File: src/rtl/route_pkg.sv
`default_nettype none
// ============================================================================
// Module      : route_pkg
// Description : Shared state encoding and routing-switch constants.
// Revision    : 1.0 - initial release
// ============================================================================
package route_pkg;

    typedef enum logic [1:0] {
        IDLE   = 2'd0,
        SETTLE = 2'd1,
        RESET  = 2'd2
    } route_state_t;

    localparam int unsigned SW_PS2      = 12;
    localparam int unsigned SW_VGA      = 13;
    localparam int unsigned SW_AUDIO    = 14;
    localparam int unsigned SW_PROPPLUG = 15;

    localparam logic [15:0] ROUTE_MASK_DEFAULT =
        16'((32'd1 << SW_PS2) | (32'd1 << SW_VGA) |
            (32'd1 << SW_AUDIO) | (32'd1 << SW_PROPPLUG));

endpackage
`default_nettype wire

File: src/rtl/sw_debounce_bit.sv
`default_nettype none
// ============================================================================
// Module      : sw_debounce_bit
// Description : Synchronizer chain plus persistence counter for one switch.
// Revision    : 1.0 - initial release
// ============================================================================
module sw_debounce_bit
    import route_pkg::*;
#(
    parameter int SYNC_STAGES = 2,
    parameter int DB_CYCLES   = 50000
) (
    input  logic clock,
    input  logic nres,
    input  logic raw,
    output logic db
);

    localparam int                 c_CNT_W    = $clog2(DB_CYCLES + 1);
    localparam logic [c_CNT_W-1:0] c_CNT_LAST = c_CNT_W'(DB_CYCLES - 1);

    logic [SYNC_STAGES-1:0] r_sync;
    logic [c_CNT_W-1:0]     r_cnt;
    logic                   r_db;

    // Toggle on the DB_CYCLES-th consecutive disagreeing cycle.
    always_ff @(posedge clock or negedge nres) begin
        if (!nres) begin
            r_sync <= '0;
            r_cnt  <= '0;
            r_db   <= 1'b0;
        end else begin
            r_sync <= {r_sync[SYNC_STAGES-2:0], raw};
            if (r_sync[SYNC_STAGES-1] == r_db) begin
                r_cnt <= '0;
            end else if (r_cnt == c_CNT_LAST) begin
                r_db  <= ~r_db;
                r_cnt <= '0;
            end else begin
                r_cnt <= r_cnt + 1'b1;
            end
        end
    end

    assign db = r_db;

endmodule
`default_nettype wire

File: src/rtl/route_cfg_ctrl.sv
`default_nettype none
// ============================================================================
// Module      : route_cfg_ctrl
// Description : Debounces board switches and commits pin-routing changes
//               atomically, requesting a core reset on each commit.
// Revision    : 1.0 - initial release
// ============================================================================
module route_cfg_ctrl
    import route_pkg::*;
#(
    parameter int               WIDTH         = 16,
    parameter int               SYNC_STAGES   = 2,
    parameter int               DB_CYCLES     = 50000,
    parameter int               SETTLE_CYCLES = 100000,
    parameter int               RST_PULSE     = 64,
    parameter logic [WIDTH-1:0] ROUTE_MASK    = WIDTH'(ROUTE_MASK_DEFAULT)
) (
    input  logic             clock,
    input  logic             nres,
    input  logic [WIDTH-1:0] switch,
    output logic [WIDTH-1:0] switch_db,
    output logic [WIDTH-1:0] route_cfg,
    output logic             cfg_change,
    output logic             core_res,
    output logic             busy
);

    localparam int                   c_SET_W      = $clog2(SETTLE_CYCLES + 1);
    localparam int                   c_PUL_W      = $clog2(RST_PULSE + 1);
    // The clearing edge is itself the first quiet cycle of the window.
    localparam logic [c_SET_W-1:0]   c_SET_LAST   = c_SET_W'(SETTLE_CYCLES - 2);
    localparam logic [c_PUL_W-1:0]   c_PUL_LAST   = c_PUL_W'(RST_PULSE - 1);

    logic [WIDTH-1:0]   w_db;
    logic [WIDTH-1:0]   w_diff;
    logic               w_masked_chg;

    route_state_t       r_state;
    logic [c_SET_W-1:0] r_settle_cnt;
    logic [c_PUL_W-1:0] r_pulse_cnt;
    logic [WIDTH-1:0]   r_prev_db;
    logic [WIDTH-1:0]   r_route_cfg;
    logic               r_cfg_change;
    logic               r_core_res;
    logic               r_busy;

    for (genvar gi = 0; gi < WIDTH; gi++) begin : g_bit
        sw_debounce_bit #(
            .SYNC_STAGES (SYNC_STAGES),
            .DB_CYCLES   (DB_CYCLES)
        ) u_db (
            .clock (clock),
            .nres  (nres),
            .raw   (switch[gi]),
            .db    (w_db[gi])
        );
    end

    assign w_diff       = (w_db ^ r_route_cfg) & ROUTE_MASK;
    assign w_masked_chg = |((w_db ^ r_prev_db) & ROUTE_MASK);

    always_ff @(posedge clock or negedge nres) begin
        if (!nres) begin
            r_state      <= IDLE;
            r_settle_cnt <= '0;
            r_pulse_cnt  <= '0;
            r_prev_db    <= '0;
            r_route_cfg  <= '0;
            r_cfg_change <= 1'b0;
            r_core_res   <= 1'b0;
            r_busy       <= 1'b0;
        end else begin
            r_prev_db    <= w_db;
            r_cfg_change <= 1'b0;
            r_route_cfg  <= (w_db & ~ROUTE_MASK) | (r_route_cfg & ROUTE_MASK);
            case (r_state)
                IDLE: begin
                    if (|w_diff) begin
                        r_settle_cnt <= '0;
                        r_busy       <= 1'b1;
                        r_state      <= SETTLE;
                    end
                end
                SETTLE: begin
                    if (~|w_diff) begin
                        r_busy  <= 1'b0;
                        r_state <= IDLE;
                    end else if (w_masked_chg) begin
                        r_settle_cnt <= '0;
                    end else if (r_settle_cnt == c_SET_LAST) begin
                        r_route_cfg  <= w_db;
                        r_cfg_change <= 1'b1;
                        r_core_res   <= 1'b1;
                        r_pulse_cnt  <= '0;
                        r_state      <= RESET;
                    end else begin
                        r_settle_cnt <= r_settle_cnt + 1'b1;
                    end
                end
                RESET: begin
                    if (r_pulse_cnt == c_PUL_LAST) begin
                        r_core_res <= 1'b0;
                        r_busy     <= 1'b0;
                        r_state    <= IDLE;
                    end else begin
                        r_pulse_cnt <= r_pulse_cnt + 1'b1;
                    end
                end
                default: begin
                    r_core_res <= 1'b0;
                    r_busy     <= 1'b0;
                    r_state    <= IDLE;
                end
            endcase
        end
    end

    assign switch_db  = w_db;
    assign route_cfg  = r_route_cfg;
    assign cfg_change = r_cfg_change;
    assign core_res   = r_core_res;
    assign busy       = r_busy;

endmodule
`default_nettype wire

File: config.mk
export PLATFORM = sky130hd
export DESIGN_NAME = route_cfg_ctrl
export DESIGN_NICKNAME = d
export VERILOG_FILES = /design/src/rtl/route_pkg.sv /design/src/rtl/sw_debounce_bit.sv /design/src/rtl/route_cfg_ctrl.sv
export SDC_FILE = /design/constraint.sdc
export NUM_CORES = 1
export LEC_CHECK = 0
export ABC_AREA = 1
export BUFFER_PORTS_ARGS = -buffer_cell sky130_fd_sc_hd__clkbuf_2
export CAP_MARGIN = 15
export CELL_PAD_IN_SITES_DETAIL_PLACEMENT = 1
export CELL_PAD_IN_SITES_GLOBAL_PLACEMENT = 2
export CORE_ASPECT_RATIO = 0.9
export CORE_MARGIN = 3
export CORE_UTILIZATION = 35
export DETAILED_ROUTE_END_ITERATION = 12
export GPL_TIMING_DRIVEN = 0
export HOLD_SLACK_MARGIN = 0.08
export PLACE_DENSITY_LB_ADDON = 0.2
export SYNTH_ARGS = -nofsm -noshare
export SYNTH_HDL_FRONTEND = slang
export SYNTH_SLANG_ARGS = --single-unit
File: constraint.sdc
create_clock -name clock -period 3.75 [get_ports clock]
set_input_delay 0.5625 -clock clock [delete_from_list [all_inputs] [get_ports clock]]
set_output_delay 0.5625 -clock clock [all_outputs]
set_load 0.01 [all_outputs]
==> flow_summary.yaml <==
setup_path:
  worst-r2r-cell-count: 10
  worstPathArrival_ns: 2.42
  timing.critical_path.cells: "ha_1 > nand2_1 > nor2_1 > inv_1 > nor2_1 > nand2_1 > nand2_2 > inv_1 > o21ai_0 > nor2_1"
  timing.rr.end: "g_bit[2].u_db.r_cnt[13]"
  criticalPathCategory: "reg -> reg"
  crit_path_start_kind: "flip-flop"
  crit_path_end_kind: "flip-flop"
  max_stage_delay_ns: 0.40
  critical_path.most_common_cell: "sky130_fd_sc_hd__nor2_1"
  worst-path-max-fanout: 9
  ff2ff_setup_slack_ns: 1.77
  r2r-start: "g_bit[2].u_db.r_cnt[0]"
  worstPathRequired_ns: 4.19
  crit_path_top_delay_cell: "sky130_fd_sc_hd__nor2_1"
synth:
  synth_cell_type_count: 37
  synth_flop_cell: "sky130_fd_sc_hd__dfrtp_1"
  synth_top_area_share: 0.502
  ys.warnings.count: 0
  seq_total_area_yosys: 0.502
  post_synth_instance_area_sq_um: 17600
  synth_instances: 2178
  post_synth.cell_area_avg_sq_um: 8.07
  post-synth-top-count-cell: "sky130_fd_sc_hd__nand2_1"
  edff_count_synth: 0
  synth_largest_area_cell: "sky130_fd_sc_hd__dfrtp_1"
  mappedNetlistNets: 2215
  synth-seq-cells: 353
  yosys-top-cells-area: "sky130_fd_sc_hd__dfrtp_1 (50%), sky130_fd_sc_hd__nand2_1 (9.6%), sky130_fd_sc_hd__nor2_1 (7.7%)"
  asyncSetResetFlopFracSynth: 1.00
  synth.top_cells.by_count: "sky130_fd_sc_hd__nand2_1 (448), sky130_fd_sc_hd__nor2_1 (360), sky130_fd_sc_hd__dfrtp_1 (353)"
timing:
  holdWs_ns: 0.117
  rsz0062_at_grt: "false"
  report.final.setup_viol: 0
  total_negative_setup_slacks_ns: 0
  maxClockFrequency_mhz: 505
  period_needed_ns: 1.98
  final.setup_skew_ns: 0.00952
  count_of_final_max_slew_check_failures: 0
  max_slew_margin: 0.603
  tightestPinTransition_ns: 0.596
  hold_viol: 0
  fin_crit_sh: 0.528
drt:
  drtPass1Iterations: 4
  route.vias.total: 14300
  wire_per_inst_um: 13.9
  drt-initial-drc-count: 543
  route.detailed.drc: 0
  wirelength_mm: 41.4
  via_per_inst: 4.80
  antenna_viol_nets_final: 0
final_layout:
  utilization: 0.412
  diodes: 0
  post_route_cells_drive_above_1_share: 0.0987
  nNetsFinal: 2327
  layoutNonFillerInstCount: 2990
  fill_cell_count: 5924
  areaGrowthSynthToFinish_pct: 15.9
hold_path:
  holdCritPathClass: "in -> reg"
  holdPathStages: 1
  min_delay_worst_endpoint: "g_bit[14].u_db.r_sync[0]"
  min-delay-start: "switch[14]"
outcome:
  status: "completed"
power:
  power.share.sequential: 0.455
  vdd.ir_drop.worst_uv: 316
  combinationalPowerShare: 0.030
  clkPwrFrac: 0.514
  switchingPower_mw: 1.87
  netSwitchingFraction: 0.218
  intPower_mw: 6.71
  p_per_area_nw_per_um2: 421
  static_power_due_to_leakage_nw: 9.27
placement:
  buffers_on_ports: 52
  place.detailed.instances: 2904
  dpl.hpwl_mm: 29.7
  gp_congestion: 0.802
grt:
  grt_antenna_before_repair: 0
  grt_overflow: 0
  pin_count_of_the_biggest_net_entering_global_routing: 109
  first_global_vias: 15100
  grt_use_total: 0.161
  grt_pass1_wl_mm: 72.8
clock_tree:
  cts_resized: 0
  cts_num_sinks: 353
  cts.reportedPaths.clkPinSlew_ns: 0.06
  clock_insertion_delay_worst_skew_ns: 0.55
  numCtsBuffers: 43
  cts_tree: "done"
  cts-root-to-sink-buffers: 3
  htreeDepth: 2
  cts_hold_buf: 12
  cts_root_buffer_type: "sky130_fd_sc_hd__clkbuf_16"
  postCtsSetupBuffers: 0
die:
  initial_cell_density_of_the_core: 0.356
  chipWidth_um: 242
  floorplan.io_pins: 53
  die-area_sq_um: 53000
  placeableCoreArea_sq_um: 49400
  die_span_in_y_um: 219
  row_count: 77
flow_run:
  max-cap-violations: 0
[cells by family (layout without fill, tap and decap cells)]
| group | after synthesis | count (layout) | share of synthesized area |
|---|---|---|---|
| adders and majority gates | 19 | 19 | 0.0135 |
| xor gates and xnor gates | 79 | 79 | 0.0394 |
| muxes | 5 | 5 | 0.00320 |
| buffers and inverters | 340 | 481 | 0.0809 |
| AOI/OAI and AO/OA | 201 | 201 | 0.0636 |
| and+or+nand+nor | 1181 | 1181 | 0.297 |
| DFF | 353 | 353 | 0.502 |
[routing by layer]
metal | share of wire | GRT usage | vias to the layer above | routed length [um]
met4 | 0.020 | 0.0459 | 0 | 818
met1 | 0.48 | 0.215 | 7009 | 20000
met5 | 0 | 0 | - | 0
met2 | 0.47 | 0.273 | 108 | 19400
met3 | 0.028 | 0.0255 | 51 | 1160
li1 | - | - | 7173 | -
[area by class of cell]
class / count / area (sq um) / share of cell area
Timing Repair Buffer: 67 / 472 / 0.0231
Tap cell: 671 / 840 / 0.0412
Inverter: 299 / 1120 / 0.0551
Clock inverter: 18 / 272 / 0.0133
Multi-Input combinational cell: 1485 / 7320 / 0.359
Sequential cell: 353 / 8830 / 0.433
Buffer: 41 / 300 / 0.0147
Clock buffer: 56 / 1220 / 0.0597
[flip-flops by register name, summed over array words and instances (netlist names)]
register,cells
r_settle_cnt,17
cfg_change,1
r_state,2
r_pulse_cnt,7
core_res,1
g_bit.u_db.db,16
route_cfg,16
r_prev_db,4
busy,1
g_bit.u_db.r_sync,32
g_bit.u_db.r_cnt,256
[placed cells by master (no fill, tap or decap), types with 3 or more instances in the layout]
cell / instances
sky130_fd_sc_hd__buf_16: 3
sky130_fd_sc_hd__nand3_1: 120
sky130_fd_sc_hd__nand2_1: 448
sky130_fd_sc_hd__xor2_1: 63
sky130_fd_sc_hd__and3_1: 14
sky130_fd_sc_hd__inv_1: 293
sky130_fd_sc_hd__bufinv_16: 7
sky130_fd_sc_hd__clkinv_2: 9
sky130_fd_sc_hd__a21oi_1: 98
sky130_fd_sc_hd__o21a_1: 18
sky130_fd_sc_hd__clkbuf_16: 45
sky130_fd_sc_hd__nand2_2: 21
sky130_fd_sc_hd__xnor2_1: 16
sky130_fd_sc_hd__clkbuf_1: 12
sky130_fd_sc_hd__a31oi_1: 3
sky130_fd_sc_hd__clkbuf_8: 6
sky130_fd_sc_hd__nand4_1: 69
sky130_fd_sc_hd__inv_2: 6
sky130_fd_sc_hd__or2_2: 15
sky130_fd_sc_hd__o21ai_2: 12
sky130_fd_sc_hd__nor3_1: 76
sky130_fd_sc_hd__nor2_2: 4
sky130_fd_sc_hd__buf_2: 4
sky130_fd_sc_hd__o21ai_0: 61
sky130_fd_sc_hd__dfrtp_1: 353
sky130_fd_sc_hd__clkbuf_2: 51
sky130_fd_sc_hd__o21bai_1: 5
sky130_fd_sc_hd__buf_4: 29
sky130_fd_sc_hd__ha_1: 19
sky130_fd_sc_hd__nor2_1: 360
sky130_fd_sc_hd__nor4_1: 17
sky130_fd_sc_hd__nor3b_1: 29
sky130_fd_sc_hd__dlygate4sd3_1: 12
sky130_fd_sc_hd__mux2_2: 5
[power by group through the flow]
stage               Sequential [mW]  Clock, mW  Combinational [mW]
global placement               3.98          0               0.244
floorplan                      3.97          0               0.120
detailed placement             3.98          0               0.264
finish                         3.91       4.41               0.260
global route                   3.91       4.74               0.312
CTS                            3.91       4.59               0.276
[how the worst max path moves through the flow]
stage,slack (ns),cells after the start,from,endpoint
finish,1.77,10,g_bit[2].u_db.r_cnt[0],g_bit[2].u_db.r_cnt[13]
CTS,1.72,4,nres,g_bit[2].u_db.r_cnt[1]
global placement,-6.33,1,nres,g_bit[10].u_db.r_cnt[10]
global route,1.46,10,g_bit[1].u_db.r_cnt[0],g_bit[1].u_db.r_cnt[11]
detailed placement,1.69,3,nres,route_cfg[2]
floorplan,2.23,10,g_bit[1].u_db.r_cnt[0],g_bit[1].u_db.r_cnt[6]
[per-stage QoR]
stage | setup WS, ns | power (mW) | area [sq um]
global placement | -6.33 | 4.22 | 18700
global route | 1.46 | 8.97 | 20400
detailed placement | 1.69 | 4.24 | 18800
finish | 1.77 | 8.58 | 20400
floorplan | 2.23 | 4.08 | 17600
CTS | 1.72 | 8.78 | 20400
[worst max-delay path: cells and delay by family, from the launching register on]
kind	cells	cell delay, ns
flip-flops	1	0.37
AO/OA/AOI/OAI	1	0.11
adder cells (fa/ha/maj)	1	0.18
buffers and inverters	2	0.25
AND/OR/NAND/NOR	6	0.96
No activity file was read; power rests on OpenSTA's default activity.
